**src/rtl/pong_match_sequencer.sv**
```systemverilog
// Match-level controller for the ping-pong game: sequences serve/rally/point/over,
// paces the ball with a shrinking step period, keeps scores and rotates the serve.
module pong_match_sequencer #(
  parameter int unsigned CNT_W           = 26,
  parameter int unsigned TICK_DIV_INIT   = 25_000_000,
  parameter int unsigned TICK_DIV_MIN    = 5_000_000,
  parameter int unsigned TICK_DIV_STEP   = 2_500_000,
  parameter int unsigned SCORE_W         = 4,
  parameter int unsigned WIN_SCORE       = 15,
  parameter int unsigned SERVES_PER_TURN = 2,
  parameter int unsigned PAUSE_CYCLES    = 50_000_000
) (
  input  logic               clk,
  input  logic               reset,
  input  logic               start,
  input  logic               serve_go,
  input  logic               hit,
  input  logic               point_p0,
  input  logic               point_p1,
  output logic               step_en,
  output logic               serve_req,
  output logic               serve_side,
  output logic [SCORE_W-1:0] score0,
  output logic [SCORE_W-1:0] score1,
  output logic               game_over,
  output logic               winner,
  output logic [2:0]         match_state
);

  localparam int unsigned PAUSE_W = (PAUSE_CYCLES > 1) ? $clog2(PAUSE_CYCLES) : 1;
  localparam int unsigned TURN_W  = $clog2(SERVES_PER_TURN + 1);

  localparam logic [CNT_W-1:0]   DivInit   = CNT_W'(TICK_DIV_INIT);
  localparam logic [CNT_W-1:0]   DivMin    = CNT_W'(TICK_DIV_MIN);
  localparam logic [CNT_W-1:0]   DivStep   = CNT_W'(TICK_DIV_STEP);
  localparam logic [CNT_W-1:0]   DivFloor  = CNT_W'(TICK_DIV_MIN + TICK_DIV_STEP);
  localparam logic [PAUSE_W-1:0] PauseLast = PAUSE_W'(PAUSE_CYCLES - 1);
  localparam logic [TURN_W-1:0]  TurnMax   = TURN_W'(SERVES_PER_TURN);
  localparam logic [SCORE_W-1:0] WinScore  = SCORE_W'(WIN_SCORE);

  typedef enum logic [2:0] {
    StIdle  = 3'd0,
    StServe = 3'd1,
    StRally = 3'd2,
    StPoint = 3'd3,
    StOver  = 3'd4
  } state_e;

  state_e             state_q, state_d;
  logic [CNT_W-1:0]   cnt_q, cnt_d;
  logic [CNT_W-1:0]   period_q, period_d;
  logic [PAUSE_W-1:0] pause_q, pause_d;
  logic [SCORE_W-1:0] score0_q, score0_d;
  logic [SCORE_W-1:0] score1_q, score1_d;
  logic [TURN_W-1:0]  turn_q, turn_d;
  logic               side_q, side_d;
  logic [TURN_W-1:0]  turn_inc;

  always_ff @(posedge clk or posedge reset) begin
    if (reset) begin
      state_q  <= StIdle;
      cnt_q    <= '0;
      period_q <= DivInit;
      pause_q  <= '0;
      score0_q <= '0;
      score1_q <= '0;
      turn_q   <= '0;
      side_q   <= 1'b0;
    end else begin
      state_q  <= state_d;
      cnt_q    <= cnt_d;
      period_q <= period_d;
      pause_q  <= pause_d;
      score0_q <= score0_d;
      score1_q <= score1_d;
      turn_q   <= turn_d;
      side_q   <= side_d;
    end
  end

  always_comb begin
    state_d  = state_q;
    cnt_d    = cnt_q;
    period_d = period_q;
    pause_d  = pause_q;
    score0_d = score0_q;
    score1_d = score1_q;
    turn_d   = turn_q;
    side_d   = side_q;
    turn_inc = turn_q + 1'b1;
    step_en  = 1'b0;

    case (state_q)
      StIdle, StOver: begin
        if (start) begin
          state_d  = StServe;
          score0_d = '0;
          score1_d = '0;
          turn_d   = '0;
          side_d   = 1'b0;
        end
      end
      StServe: begin
        if (serve_go) begin
          state_d  = StRally;
          period_d = DivInit;
          cnt_d    = DivInit - 1'b1;
        end
      end
      StRally: begin
        step_en = (cnt_q == '0);
        // A point outranks a simultaneous hit; player 0 outranks player 1.
        if (point_p0 || point_p1) begin
          if (point_p0) score0_d = score0_q + 1'b1;
          else          score1_d = score1_q + 1'b1;
          if (turn_inc == TurnMax) begin
            turn_d = '0;
            side_d = ~side_q;
          end else begin
            turn_d = turn_inc;
          end
          pause_d = PauseLast;
          state_d = StPoint;
        end else if (hit) begin
          period_d = (period_q >= DivFloor) ? period_q - DivStep : DivMin;
        end
        // A reload coinciding with a hit already uses the shortened period.
        cnt_d = (cnt_q == '0) ? period_d - 1'b1 : cnt_q - 1'b1;
      end
      StPoint: begin
        if (pause_q == '0) begin
          state_d = (score0_q == WinScore || score1_q == WinScore) ? StOver : StServe;
        end else begin
          pause_d = pause_q - 1'b1;
        end
      end
      default: state_d = StIdle;
    endcase
  end

  assign serve_req   = (state_q == StServe);
  assign game_over   = (state_q == StOver);
  assign winner      = game_over && (score1_q == WinScore);
  assign serve_side  = side_q;
  assign score0      = score0_q;
  assign score1      = score1_q;
  assign match_state = state_q;

endmodule

```
**config.mk**
```make
export PLATFORM = sky130hd
export DESIGN_NAME = pong_match_sequencer
export DESIGN_NICKNAME = d
export VERILOG_FILES = /design/src/rtl/pong_match_sequencer.sv
export SDC_FILE = /design/constraint.sdc
export NUM_CORES = 1
export LEC_CHECK = 0
export ABC_CLOCK_PERIOD_IN_PS = 6900
export CORE_ASPECT_RATIO = 2
export CORE_MARGIN = 5
export CORE_UTILIZATION = 30
export CTS_BUF_LIST = sky130_fd_sc_hd__clkbuf_16
export DETAILED_ROUTE_END_ITERATION = 10
export SYNTH_ARGS = -nofsm -noshare
export SYNTH_HDL_FRONTEND = slang
export SYNTH_SLANG_ARGS = --single-unit
```
**constraint.sdc**
```tcl
create_clock -name clk -period 6.9 [get_ports clk]
set_input_delay 1.38 -clock clk [delete_from_list [all_inputs] [get_ports clk]]
set_output_delay 1.38 -clock clk [all_outputs]
set_load 0.01 [all_outputs]
```
-- Word level (Yosys, flattened, before mapping)
Cells that the tools add are included.
- $add $sub $neg: 7
- $lt $le $gt $ge: 1
- equal/unequal tests: 15
- muxes and demuxes: 34
- bitwise operators: 1
- reduce and logical (&&, ||, !) cells: 17
- operators by type and width (cell ; count):
    2-to-1 mux 26 bit ; 9
    one-hot mux 26 bit (2 select lines) ; 3
    subtractor 26 x 1 -> 26 bit, second input constant ; 3
    zero test 26 bit ; 2
    >= comparator 26 x 23 -> 1 bit, second input constant ; 1
    subtractor 26 x 22 -> 26 bit, second input constant ; 1
    2-to-1 mux 4 bit ; 5
    != test 2 bit, second input constant ; 8
    one-hot mux 4 bit (2 select lines) ; 2
    AND reduction 4 bit ; 4
    2-to-1 mux 3 bit ; 5
    one-hot mux 3 bit (4 select lines) ; 1
    adder 4 x 1 -> 4 bit, second input constant ; 2
    == test 4 bit, second input constant ; 2
    == test 3 x 2 -> 1 bit, second input constant ; 2
    2-to-1 mux 2 bit ; 3
    AND reduction 3 bit ; 2
    nonzero test 2 bit ; 3
    2-to-1 mux 1 bit ; 4
    one-hot mux 2 bit (2 select lines) ; 1
    == test 3 x 1 -> 1 bit, second input constant ; 1
    == test 3 bit, second input constant ; 1
    zero test 3 bit ; 1
    adder 2 x 1 -> 2 bit, second input constant ; 1
    7 further kinds ; 8
- bits in registers: 92
- input bits: 7
- output and inout bits: 16
- word-level logic and storage cells: 83

-- Longest topological paths before layout
Gate-level depths: netlist (run 1).
- depth after elaboration: 8
- depth in mapped cells: 16
- depth with buffers taken out: 12

-- Least setup slack after synthesis (run 1)
No wires, ideal clock.
- kind: input port to flip-flop
- start point: input point_p0
- end point: register cnt_q[16]
- setup time: 0.087 ns
- data arrival time: 4.288 ns
- data required time: 6.813 ns
- slack: 2.525 ns
- stages on the path: 16
- path buffers: 4
- cell sequence: buf_2 > nor3b_2 > and4_1 > a21o_1 > buf_6 > nor2_8 > buf_1 > a21oi_1 > ha_1 > o311a_1 > nand4_1 > or2_1 > buf_2 > nor4_1 > o31ai_1 > a22oi_1
- word-level cells in the longest chain between the ends: 6
- ends and longest elaborated chain (item ; RTL line ; source):
    start: declaration ; 18 ; input logic point_p0,
    logical OR 1 bit ; 113 ; if (point_p0 || point_p1) begin
    2-to-1 mux 26 bit ; 113 ;
    2-to-1 mux 26 bit ; 93 ; case (state_q)
    subtractor 26 x 1 -> 26 bit ; 128 ; cnt_d = (cnt_q == '0) ? period_d - 1'b1 : cnt_q - 1'b1;
    2-to-1 mux 26 bit ; 128 ;
    one-hot mux 26 bit (2 select lines) ; 93 ;
    end signal: assignment ; 71 ; cnt_q <= cnt_d;
    end: declaration ; 50 ; logic [CNT_W-1:0] cnt_q, cnt_d;
Every way passes these cells. The select of a mux whose other input is x is not followed.
A chain may end at the register's enable or synchronous reset.

-- Worst setup path after layout (run 1)
Ends and elaborated chain as after synthesis.

==> flow_summary.toml, run 1 <==
[status]
status = "complete, no violations"

[clock_tree]
clockBufferDepth = 2
ctsHoldBuffers = 0
root_buffer = "clkbuf_16"
cts_resized = 0
clock_latency_ps = 360
tritoncts = "yes"
cts_sinks = 92
clk_pin_slew_ps = 70
cts_buffers = 9
cts-htree-levels = 3
postCtsSetupBuffers = 0

[floorplanning]
initial_core_util = 0.3033
die_area_mm2 = 0.02304
dieHeight_um = 209.7
core-area_mm2 = 0.01973
pin_count = 23
core.rowCount = 73
die_w_um = 109.9

[detailed_routing]
ant_nets = 0
wl_per_cell_um = 19.02
drt_wl_total_mm = 18.45
drt-met1-wl_mm = 6.522
drt_pass1_iterations = 4
vias_per_cell = 5.553
drt_iter0_drc = 328
met2_length_mm = 10.35
top_layer_used = "met4"
route.met3.wl_um = 426
drc = 0
dr_total_vias = 5386

[critical_path]
start_kind = "input pin"
path_class = "in2reg"
cp.required_ps = 7180
crit_family = "simple AND/OR/NAND/NOR gates"
timing.rr.start = "period_q[23]$_DFFE_PP0P_"
worst-path-buf-inv = 2
timing.rr.end = "cnt_q[16]$_DFFE_PP0P_"
worstRegToRegCells = 12
reg2reg_slack_ps = 2540
critPathMaxFanout = 17
cp_slowest_cell = "nor3b_2"
crit_chain = "clkdlybuf4s50_1 > buf_4 > nor3b_2 > and4_1 > a21o_1 > nor2_8 > a21oi_1 > ha_1 > o311a_1 > nand4_1 > or2_1 > nor4_1 > o31ai_1 > a22oi_1"
crit_arrival_ps = 5950
crit_path_end_kind = "register"
critPathMaxStageDelay_ps = 750

[yosys]
ys_seq_elements = 92
synth_edf_count = 0
yosys_most_used_dff = "dfrtp_1"
avgSynthCellArea_um2 = 8.501
syn_area_mm2 = 0.005984
synth_fp_nets = 716
ys_async_sr_fraction = 1.000
synth_cell_types = 84
yosys_warnings = 0
yosysSeqAreaShare = 0.3872
synthCells = 704

[placement]
dpl.hpwl_mm = 13.72
dpl_worst_slack_ps = 959.4
io_buffers = 22
dpl.cell_count = 954
gp_congestion = 0.8972

[power]
power_frac_comb = 0.344
ir_drop_uv = 156.4
clkPwrFrac = 0.266
power.leakage_uw = 0.002448
swShare = 0.4049
power.switching_uw = 780.1
power.density_mw_per_mm2 = 287.4
pwr-share-seq = 0.390
power.total_uw = 1927
p_int_uw = 1146

[timing]
tightest_slew_ps = 1062
max_slew_margin = 0.2893
hold_viol_final = 0
slew_violations = 0
finalSetupTns_ps = 0
grt_setup_unrepaired = "no"
fin_crit_ps = 5664
max_freq_mhz = 176.6
setup_violations = 0
worst_slack_ps = 1236
skew_ps = 9.812
period_share = 0.8209

[finish]
final_common_cell = "nor2_1"
utilization = 0.3398
regArea_mm2 = 0.002317
layout.cells.non_filler = 970
nets = 715
layout-drive-gt1-share = 0.08898
diodes = 0
final.fill_count = 2089
syn_to_final_growth_pct = 12.02
multiInputGateArea_mm2 = 0.003415
most-common-layout-cells = "85 x nor2_1, 80 x dfrtp_1, 78 x nand2_1"

[grt]
grt_overflow_total = 0
track_usage = 0.1652
grt_max_degree = 56
antenna_found_initial = 0
grt_pass1_wl_mm = 29.55
first_global_vias = 5561

[min_path]
min_path_cells = 2
hold_class = "reg2reg"
hp-start = "turn_q[1]$_DFFE_PP0P_"
whs_endpoint = "turn_q[1]$_DFFE_PP0P_"

[flow_run]
max_cap_viol_count = 0
-- metrics by stage --
step           cell area (um^2)  hold slack [ps]
5_1_grt                    6704            527.2
4_1_cts                    6704            519.6
3_5_place_dp               6402            509.6
2_1_floorplan              5984            471.5
6_report                   6704            522.2
3_3_place_gp               6402            504.6
-- layout make-up --
cell class                 instances  area share
sequential                        92      0.3457
multi-input combinational        555      0.5093
clock buffer                       9     0.03359
clock inverter                     7     0.01138
timing repair buffer              31     0.04293
inverter                          14    0.008212
tap                              262     0.04890
-- worst reg2reg max path, cell delays in order, from the launching register on --
cell and delay, ps:
dfrtp_1 450, nor3_1 670, and4_1 360, a21o_1 530, nor2_8 170, a21oi_1 250
ha_1 260, o311a_1 210, nand4_1 310, or2_1 410, nor4_1 360, o31ai_1 120
a22oi_1 190
-- logic make-up (layout without fill, tap and decap cells) --
kind of cell	count (synthesis)	in the layout	synth area share
xor+xnor	44	44	0.06439
mux	5	5	0.008781
buf+inv	57	61	0.04265
fa+ha+maj	5	5	0.01045
compound gates	203	203	0.2302
flops	92	92	0.3872
simple gates	298	298	0.2563
-- cell usage after synthesis (4+ instances only) --
master | instances | area (um^2)
nor2_1 | 85 | 319.1
dfrtp_1 | 80 | 2002
nand2_1 | 78 | 292.8
a21oi_1 | 55 | 275.3
o21ai_0 | 49 | 245.2
xnor2_1 | 27 | 236.5
clkbuf_1 | 23 | 86.33
nand3_1 | 21 | 105.1
xor2_1 | 17 | 148.9
nor3_1 | 15 | 75.07
inv_1 | 14 | 52.55
nor4_1 | 14 | 87.58
buf_2 | 13 | 65.06
and2_1 | 12 | 75.07
dfstp_2 | 12 | 315.3
or3_1 | 11 | 68.82
a31oi_1 | 9 | 56.30
o21a_1 | 9 | 67.56
nand4_1 | 8 | 50.05
o211ai_1 | 8 | 60.06
and3_1 | 7 | 43.79
nor2b_1 | 7 | 43.79
a211oi_1 | 6 | 45.04
nand2b_1 | 6 | 37.54
o31ai_1 | 6 | 45.04
ha_1 | 5 | 62.56
nor4b_1 | 5 | 43.79
a22o_1 | 4 | 35.03
nand4b_1 | 4 | 35.03
o22a_1 | 4 | 35.03
o32a_1 | 4 | 40.04
-- how the worst max path moves through the flow --
stage | start | to | slack, ps | depth (start not counted)
after floorplan | point_p0 | cnt_q[16]$_DFFE_PP0P_ | 2530 | 16
after global placement | point_p0 | cnt_q[16]$_DFFE_PP0P_ | 1080 | 14
after detailed placement | point_p0 | cnt_q[16]$_DFFE_PP0P_ | 960 | 14
after CTS | point_p0 | cnt_q[16]$_DFFE_PP0P_ | 1310 | 14
after global routing | point_p0 | cnt_q[16]$_DFFE_PP0P_ | 990 | 14
final | point_p0 | cnt_q[16]$_DFFE_PP0P_ | 1240 | 14
-- per-layer routing --
layer / vias to the layer above / GRT usage
met5: - / 0
met4: 0 / 0.1068
met3: 64 / 0.01477
met2: 142 / 0.3133
met1: 2626 / 0.1634
li1: 2554 / -
-- power by group through the flow --
stage          logic (uW)  clock network, uW  registers [uW]
3_3_place_gp          660                  0             759
3_5_place_dp          662                  0             758
2_1_floorplan         483                  0             694
4_1_cts               664                525             749
5_1_grt               727                541             767
6_report              663                512             752
-- flip-flops by register name, summed over array words and instances (netlist names) --
signal       cells
score1           4
serve_side       1
match_state      3
pause_q         26
turn_q           2
cnt_q           26
score0           4
period_q        26
Note: power is estimated with default switching activity, not from simulation.
==> run 2, diff against run 1 <==
--- a/config.mk
+++ b/config.mk
@@ -5,7 +5,7 @@
 export SDC_FILE = /design/constraint.sdc
 export NUM_CORES = 1
 export LEC_CHECK = 0
-export ABC_CLOCK_PERIOD_IN_PS = 6900
+export ABC_CLOCK_PERIOD_IN_PS = 5900
 export CORE_ASPECT_RATIO = 2
 export CORE_MARGIN = 5
 export CORE_UTILIZATION = 30
==> constraint.sdc (replaced) <==
create_clock -name clk -period 5.9 [get_ports clk]
set_input_delay 1.18 -clock clk [delete_from_list [all_inputs] [get_ports clk]]
set_output_delay 1.18 -clock clk [all_outputs]
set_load 0.01 [all_outputs]
==> run 2 against run 1 <==
Register-to-register slack worse by 740 ps. Setup slack got worse by 53 ps. Non-clock buffer count grew 5. Critical path type unchanged. Largest power group unchanged.
==> flow_summary.toml, run 2 (synthesis gave the netlist of run 1 again) <==
[floorplanning]
die_area_mm2 = 0.02304
dieHeight_um = 209.7
core.rowCount = 73
pin_count = 23
die_w_um = 109.9
core-area_mm2 = 0.01973
initial_core_util = 0.3033

[detailed_routing]
dr_total_vias = 5457
drt_wl_total_mm = 18.15
vias_per_cell = 5.597
drt_pass1_iterations = 7
drc = 0
drt_iter0_drc = 326
ant_nets = 0
wl_per_cell_um = 18.61

[finish]
nets = 720
diodes = 0
layout-drive-gt1-share = 0.09397
most-common-layout-cells = "85 x nor2_1, 80 x dfrtp_1, 78 x nand2_1"
final_common_cell = "nor2_1"
top_regs = "cnt_q: 26 flops, pause_q: 26 flops, period_q: 26 flops"
syn_to_final_growth_pct = 13.72
layout.cells.non_filler = 975

[power]
power.density_mw_per_mm2 = 348.5
power.leakage_uw = 0.002509
ir_drop_uv = 158.2

[timing]
hold_viol_final = 0
tightest_slew_ps = 1215
max_freq_mhz = 212.0
hold_slack_ps = 516.2
skew_ps = 6.186
setup_violations = 0
slew_violations = 0
grt_setup_unrepaired = "no"
finalSetupTns_ps = 0
max_slew_margin = 0.1900
period_share = 0.7994
fin_crit_ps = 4717

[clock_tree]
tritoncts = "yes"
clockBufferDepth = 2
ctsHoldBuffers = 0
cts_resized = 0
clk_pin_slew_ps = 70
cts_buffers = 9
clock_latency_ps = 370
cts_sinks = 92
root_buffer = "clkbuf_16"
cts-htree-levels = 3
postCtsSetupBuffers = 0

[critical_path]
cp.required_ps = 6190
critPathMaxFanout = 17
path_class = "in2reg"
start_kind = "input pin"
crit_path_end_kind = "register"
crit_arrival_ps = 5000

[min_path]
hold_class = "reg2reg"

[placement]
io_buffers = 22
dpl.cell_count = 959
gp_congestion = 0.8620
dpl.hpwl_mm = 13.70

[grt]
grt_pass1_wl_mm = 29.02
grt_overflow_total = 0
antenna_found_initial = 0
first_global_vias = 5487
grt_max_degree = 54
track_usage = 0.1642

[status]
status = "complete, no violations"

[flow_run]
max_cap_viol_count = 0
-- run 2: changes by cell type in the layout (fill, tap and decap cells not counted) --
| cell | change |
|---|---|
| bufinv_16 | +3 |
| inv_1 | +1 |
| buf_4 | +5 |
| clkinv_2 | -1 |
| clkinvlp_4 | -1 |
| inv_6 | -1 |
| clkinv_4 | -1 |
-- run 2: area by class of cell --
cell class,count,area (um^2)
Timing Repair Buffer,36,325.3
Clock buffer,9,225.2
Sequential cell,92,2317
Multi-Input combinational cell,555,3415
Tap cell,262,327.8
Fill cell,2048,12920
Clock inverter,7,140.1
Inverter,14,55.05
-- run 2: layer usage --
metal | wire, um | up-vias | track usage
li1 | - | 2560 | -
met1 | 6143 | 2695 | 0.1558
met2 | 10270 | 137 | 0.3043
met3 | 474 | 65 | 0.02001
met4 | 1262 | 0 | 0.1279
met5 | 0 | - | 0
-- run 2: path summary, 6_finish.rpt --
kind / end / start / cells after the start / slack [ps]
min in group asynchronous: pause_q[20]$_DFFE_PP0P_ / reset / 2 / 1250
max: cnt_q[16]$_DFFE_PP0P_ / point_p1 / 13 / 1180
max in group asynchronous: period_q[6]$_DFFE_PP1P_ / reset / 3 / 3600
max reg2reg: cnt_q[23]$_DFFE_PP0P_ / period_q[17]$_DFFE_PP0P_ / 8 / 1800
min: pause_q[6]$_DFFE_PP0P_ / pause_q[6]$_DFFE_PP0P_ / 2 / 520
min reg2reg: pause_q[6]$_DFFE_PP0P_ / pause_q[6]$_DFFE_PP0P_ / 2 / 520
-- run 2: report_power, final --
| group | leakage, uW | switching (uW) | total, uW | internal (uW) |
|---|---|---|---|---|
| combinational | 0.00127 | 492 | 774 | 282 |
| clock | 0.000177 | 263 | 718 | 456 |
| sequential | 0.00106 | 150 | 879 | 729 |
| total | 0.00251 | 905 | 2370 | 1470 |
-- run 2: stage by stage --
stage	area, um^2	util	worst slack (ps)	total power (uW)
CTS	6805	0.3449	1199	2391
floorplan	5984	-	1725	1376
detailed placement	6440	0.3264	833.4	1662
global placement	6440	0.3264	918.1	1656
global route	6805	0.3449	965.7	2513
finish	6805	0.3449	1183	2372
-- run 2: worst max-delay path: stages --
cell and delay (ps):
clkdlybuf4s50_1 490, nor3b_2 560, and4_1 340, a21o_1 240, nor2_8 110, a21oi_1 220
ha_1 250, o311a_1 220, nand4_1 300, or2_1 390, nor4_1 380, o31ai_1 120
a22oi_1 190
